<file path="src/rtl/reg_64b_wr_fifo.sv">
// reg_64b_wr_fifo: in-order write-staging FIFO in front of reg_64b.
// Producers push over valid/ready. Entries drain one per cycle as a
// wr_en/wr_data pair. Fullness is tracked by an explicit count, so the
// pointers wrap freely and are never compared against each other.
module reg_64b_wr_fifo #(
    parameter int DEPTH    = 4,
    parameter int AF_LEVEL = 3,
    parameter int CW       = 3
) (
    input  logic          clk,
    input  logic          rst,
    input  logic          in_valid,
    output logic          in_ready,
    input  logic [63:0]   in_data,
    input  logic          stall,
    input  logic          flush,
    output logic          wr_en,
    output logic [63:0]   wr_data,
    output logic [CW-1:0] count,
    output logic          empty,
    output logic          full,
    output logic          almost_full
);

    localparam int            PW      = $clog2(DEPTH);
    localparam logic [CW-1:0] DEPTH_C = CW'(DEPTH);
    localparam logic [CW-1:0] AF_C    = CW'(AF_LEVEL);

    logic [63:0]   mem [DEPTH];
    logic [PW-1:0] wr_ptr_reg;
    logic [PW-1:0] rd_ptr_reg;
    logic [CW-1:0] count_reg;
    logic [CW-1:0] count_next;
    logic          push;
    logic          pop;

    // Status flags come only from the registered count. A pop in the
    // same cycle does not raise in_ready, so there is no pass-through path.
    assign empty       = (count_reg == '0);
    assign full        = (count_reg == DEPTH_C);
    assign almost_full = (count_reg >= AF_C);
    assign in_ready    = !full;
    assign count       = count_reg;

    // Flush discards the same-cycle push and blocks the pop, even
    // when stall is low.
    assign push    = in_valid & in_ready & !flush;
    assign wr_en   = !empty & !stall & !flush;
    assign pop     = wr_en;
    assign wr_data = empty ? 64'h0 : mem[rd_ptr_reg];

    // Occupancy update: push and pop in the same cycle cancel each other.
    always_comb begin
        count_next = count_reg + CW'(push) - CW'(pop);
    end

    // Pointer and count registers. Reset is asynchronous; flush is synchronous.
    always_ff @(posedge clk or negedge rst) begin
        if (!rst) begin
            wr_ptr_reg <= '0;
            rd_ptr_reg <= '0;
            count_reg  <= '0;
        end else if (flush) begin
            wr_ptr_reg <= '0;
            rd_ptr_reg <= '0;
            count_reg  <= '0;
        end else begin
            if (push) wr_ptr_reg <= wr_ptr_reg + PW'(1);
            if (pop)  rd_ptr_reg <= rd_ptr_reg + PW'(1);
            count_reg <= count_next;
        end
    end

    // Storage array has no reset; entries are only visible through count.
    always_ff @(posedge clk) begin
        if (push) mem[wr_ptr_reg] <= in_data;
    end

endmodule

</file>
<file path="config.mk">
export PLATFORM = sky130hd
export DESIGN_NAME = reg_64b_wr_fifo
export DESIGN_NICKNAME = d
export VERILOG_FILES = /design/src/rtl/reg_64b_wr_fifo.sv
export SDC_FILE = /design/constraint.sdc
export NUM_CORES = 1
export LEC_CHECK = 0
export CAP_MARGIN = 10
export CORE_MARGIN = 2
export CORE_UTILIZATION = 49
export DETAILED_ROUTE_END_ITERATION = 10
export GPL_ROUTABILITY_DRIVEN = 1
export PLACE_DENSITY = 0.73
export SYNTH_ARGS = -nofsm -noshare
export SYNTH_HDL_FRONTEND = slang
export SYNTH_SLANG_ARGS = --single-unit
</file>
<file path="constraint.sdc">
create_clock -name clk -period 2.9 [get_ports clk]
set_input_delay 0.725 -clock clk [delete_from_list [all_inputs] [get_ports clk]]
set_output_delay 0.725 -clock clk [all_outputs]
set_load 0.01 [all_outputs]
</file>
After elaboration in Yosys (flattened, before gate mapping)
Memories as Yosys holds them, arrays and structs flattened.
Cells that the tools add are included.
W data, S select, Z words.
- add/sub/neg operators: 4
- order comparisons: 1
- eq/ne operators: 1
- mux-type cells: 8
- bitwise operators: 4
- reduce and logical (&&, ||, !) cells: 7
- operators with widths (cell ; count):
    $mux W64 ; 1
    $mux W2 ; 4
    $add A2 B1 Y2 const B ; 2
    $and A1 B1 Y1 ; 4
    $logic_not A1 Y1 ; 4
    $reduce_bool A2 Y1 ; 2
    $add A3 B1 Y3 ; 1
    $eq A3 B3 Y1 const B ; 1
    $ge A3 B2 Y1 const B ; 1
    $logic_not A3 Y1 ; 1
    $mux W3 ; 1
    $sub A3 B1 Y3 ; 1
    $mux W1 ; 2
- flip-flop bits (word level): 7
- memory bits (writable): 256
- input port bits: 69
- memories: 1
- memory list (name ; depth ; width ; rd ports ; clocked after memory_dff ; write ports ; line ; source):
    mem ; 4 ; 64 ; 1 ; 0 ; 1 ; 29 ; logic [63:0] mem [DEPTH];

Logic depth before layout (Yosys ltp)
- depth in word-level cells: 7
- mapped depth: 11

Least setup slack after synthesis
OpenSTA, ideal clock, no wires.
- path type: input port to flip-flop
- start point: input flush
- end point: memory mem[0][0], enable pin
- setup time: 0.429 ns
- data arrival time: 2.782 ns
- required time: 2.471 ns
- path slack: -0.311 ns
- cell stages on the path: 3
- buffers on the path: 1
- cell sequence: clkbuf_1 > nor3_1 > and2_1
- cells in the longest elaborated chain, start to end: 4
- ends and longest elaborated chain (item ; line ; source):
    start: declaration ; 16 ; input logic flush,
    $logic_not A1 Y1 ; 47 ; assign push = in_valid & in_ready & !flush;
    $and A1 B1 Y1 ; 47 ;
    $mux W1 ; 76 ; if (push) mem[wr_ptr_reg] <= in_data;
    $mux W1 (implied by the code) ; 76 ;
    end: declaration ; 29 ;
Every way passes these cells.

Final worst setup path
- start point: register rd_ptr_reg[0]
- end point: output wr_data[44]
- cells in the longest elaborated chain, start to end: 2
- ends and longest elaborated chain (item ; line ; source):
    start: declaration ; 31 ; logic [PW-1:0] rd_ptr_reg;
    start signal: assignment ; 69 ; if (pop) rd_ptr_reg <= rd_ptr_reg + PW'(1);
    $mem_v2 Z4 W64 ; n/a ;
    $mux W64 ; 50 ; assign wr_data = empty ? 64'h0 : mem[rd_ptr_reg];
    end: declaration ; 18 ; output logic [63:0] wr_data,
Every way passes these cells.

==> qor.yml <==
fillers: 1371
gp_routability_congestion: 0.736
die_width_um: 148
grt_start_max_net_pins: 30
finalHoldViolCount: 0
power_density_nw_per_um2: 823
cp.arrival_ns: 2.18
synth_common_cells: "edfxtp_1 (256), mux4_2 (64), nor2b_1 (63)"
crit_path_start_kind: "flop"
hold_path.class: "input pin to async pin"
worstSetupPathType: "flop to primary output"
wl_um: 20500
critPathMaxFanout: 5
slew_violations: 0
syn_area_per_cell_um2: 22.1
period_needed_ns: 2.91
synth.distinct_cells: 23
max_stage_delay_ns: 0.50
grtUsageMet1_pct: 23.8
drive_above_1_share_pct: 33.6
grt_antenna_before_repair: 2
synth.net_count: 535
grt_busiest_layer: "met2"
largest_reg_flops: 256
finClkSkew_ns: 0.0133
ys_warn_count: 0
leakagePower_nw: 4.48
synth_top_area_cell: "edfxtp_1"
ios: 141
ys_top_cells_by_area: "edfxtp_1 (76%), mux4_2 (14%), nor2b_1 (3.9%)"
drc: 0
num_rows: 52
synth_top_area_share_pct: 75.8
ys_ff_latch: 263
rsz0062_at_grt: "yes"
grt_first_pass_wirelength_um: 31200
clock-sinks: 263
use_met3_pct: 4.72
syn_to_final_growth_pct: 30.8
cts_buffers: 26
status: "complete, but fails checks"
ys_seq_area_share_pct: 77.5
clock.fmax_mhz: 344
netlist_instances: 458
grt_util_met2_pct: 32.9
worstMarginPinSlew_ns: 0.368
worst_ep_required_time_ns: 2.17
slew_headroom_pct: 75.4
netlist_area_um2: 10100
wl_per_cell_um: 21.8
clkLatencyLatePin_ns: 0.51
h-tree-depth: 1
routed_via_density: 5.35
initial_core_util_pct: 50.0
place_area_um2: 12100
crit_chain: "buf_12 -> buf_4 -> clkbuf_16 -> mux4_2 -> nor2b_2 -> clkbuf_2"
yosysMostFrequentCell: "edfxtp_1"
detail-route-antenna-nets: 0
final-setup-viol-count: 3
hold_slack_ns: 0.492
vias: 5044
critPathCaptureType: "primary output"
synth_edf_count: 256
die_h_um: 148
regArea_um2: 7870
cap_violations: 0
multi_input_area_um2: 2240
drt_first_pass_iters: 6
finalCritPeriodShare_pct: 100
grt_util_all_layers_pct: 18.8
failed_checks: "setup timing"
clock_path_buffers: 3
clk_pin_slew_ns: 0.06
power.total_mw: 10.9
ir_drop_uv: 708
drtIter0Drc: 343
setup_ws_ns: -0.00636
cts_tree: "done"
die_area_um2: 21900
fin_area_um2: 13300
cts_root_buf: "clkbuf_16"
place_hpwl_um: 11700
grt.overflow.total: 0
synth_ff_type: "edfxtp_1"
cpMaxStageDelayCell: "dfrtp_4"
port_buffers: 140
core_area_um2: 20300
nNetsFinal: 729
grt_pass1_vias: 5482
postSynth.asyncResetShare_pct: 2.66
cells in the final DEF (no fill, tap or decap), drive strengths merged:
cell           netlist  routed
o21ai                4       4
nor3b                1       1
nand2                1       1
inv                  8       8
clkbuf               9      73
ha                   7       7
buf                 14      76
mux4                64      64
nor2                 3       3
and2b                2       2
xor2                 1       1
diode                0       1
mux2i                1       1
nor2b               63      63
and2                 4       4
edfxtp             256     256
dfrtp                7       7
clkinv               0       2
clkdlybuf4s15        0      10
a21oi                3       3
nand2b               3       3
clkdlybuf4s50        0      76
fa                   1       1
nor3                 3       3
or3                  3       3
layout make-up:
class | instances | area share, %
sequential | 263 | 59.4
multi-input combinational | 164 | 16.9
timing repair buffer | 189 | 14.8
clock buffer | 46 | 6.08
tap | 270 | 2.55
inverter | 8 | 0.226
clock inverter | 2 | 0.0755
antenna | 1 | 0.0189
worst paths after layout:
check | startpoint | slack, ns | cells after the start | end
worst max register to register | count[0] | 0.62 | 10 | count[2]
worst max-delay path | rd_ptr_reg[0] | -0.006 | 6 | wr_data[44]
max in group asynchronous | rst | 2.11 | 1 | rd_ptr_reg[1]
min in group clk | wr_ptr_reg[1] | 0.60 | 2 | wr_ptr_reg[1]
worst min-delay path | rst | 0.49 | 1 | rd_ptr_reg[0]
worst min register to register | wr_ptr_reg[1] | 0.60 | 2 | wr_ptr_reg[1]
critical path: cells and delay by family, from the launching register on:
family,cells,cell delay [ns]
simple gates,1,0.18
buf+inv,4,0.58
flops,1,0.50
mux,1,0.41
power by group:
part	total, mW	switching (mW)	internal (mW)
logic	3.30	1.53	1.77
registers	4.47	0.0819	4.38
clock network	3.15	1.28	1.87
cell families (layout without fill, tap and decap cells):
| logic type | count (synthesis) | count (layout) | share of synthesized area [%] |
|---|---|---|---|
| other | 0 | 1 | 0 |
| and+or+nand+nor | 83 | 83 | 5.02 |
| buffers and inverters | 31 | 245 | 1.67 |
| adders and majority gates | 8 | 8 | 1.06 |
| DFF | 263 | 263 | 77.5 |
| AOI/OAI and AO/OA | 7 | 7 | 0.345 |
| muxes | 65 | 65 | 14.3 |
| xor gates and xnor gates | 1 | 1 | 0.0864 |
layer usage:
metal / vias to the layer above / wire (µm)
li1: 2242 / -
met1: 2614 / 7970
met2: 157 / 10800
met3: 29 / 1250
met4: 2 / 496
met5: - / 12
stage by stage:
stage	std cells	setup TNS [ns]	util, %	setup slack [ns]
4_1_cts	934	-2.72	64.3	-0.0983
6_report	943	-0.0149	65.3	-0.00636
3_5_place_dp	865	0	59.5	0.0761
5_1_grt	943	-1.26	65.3	-0.0885
2_1_floorplan	458	0	-	0.216
3_3_place_gp	865	0	59.5	0.148
what timing repair did:
action / in CTS / in global routing
hold buffers: 0 / 0
gates resized for setup: 172 / 105
pin swaps: 1 / 0
buffers inserted: 17 / 7
endpoints found under the setup margin: 66 / 60
gates cloned: 4 / 3
(Power assumes the default switching activity.)
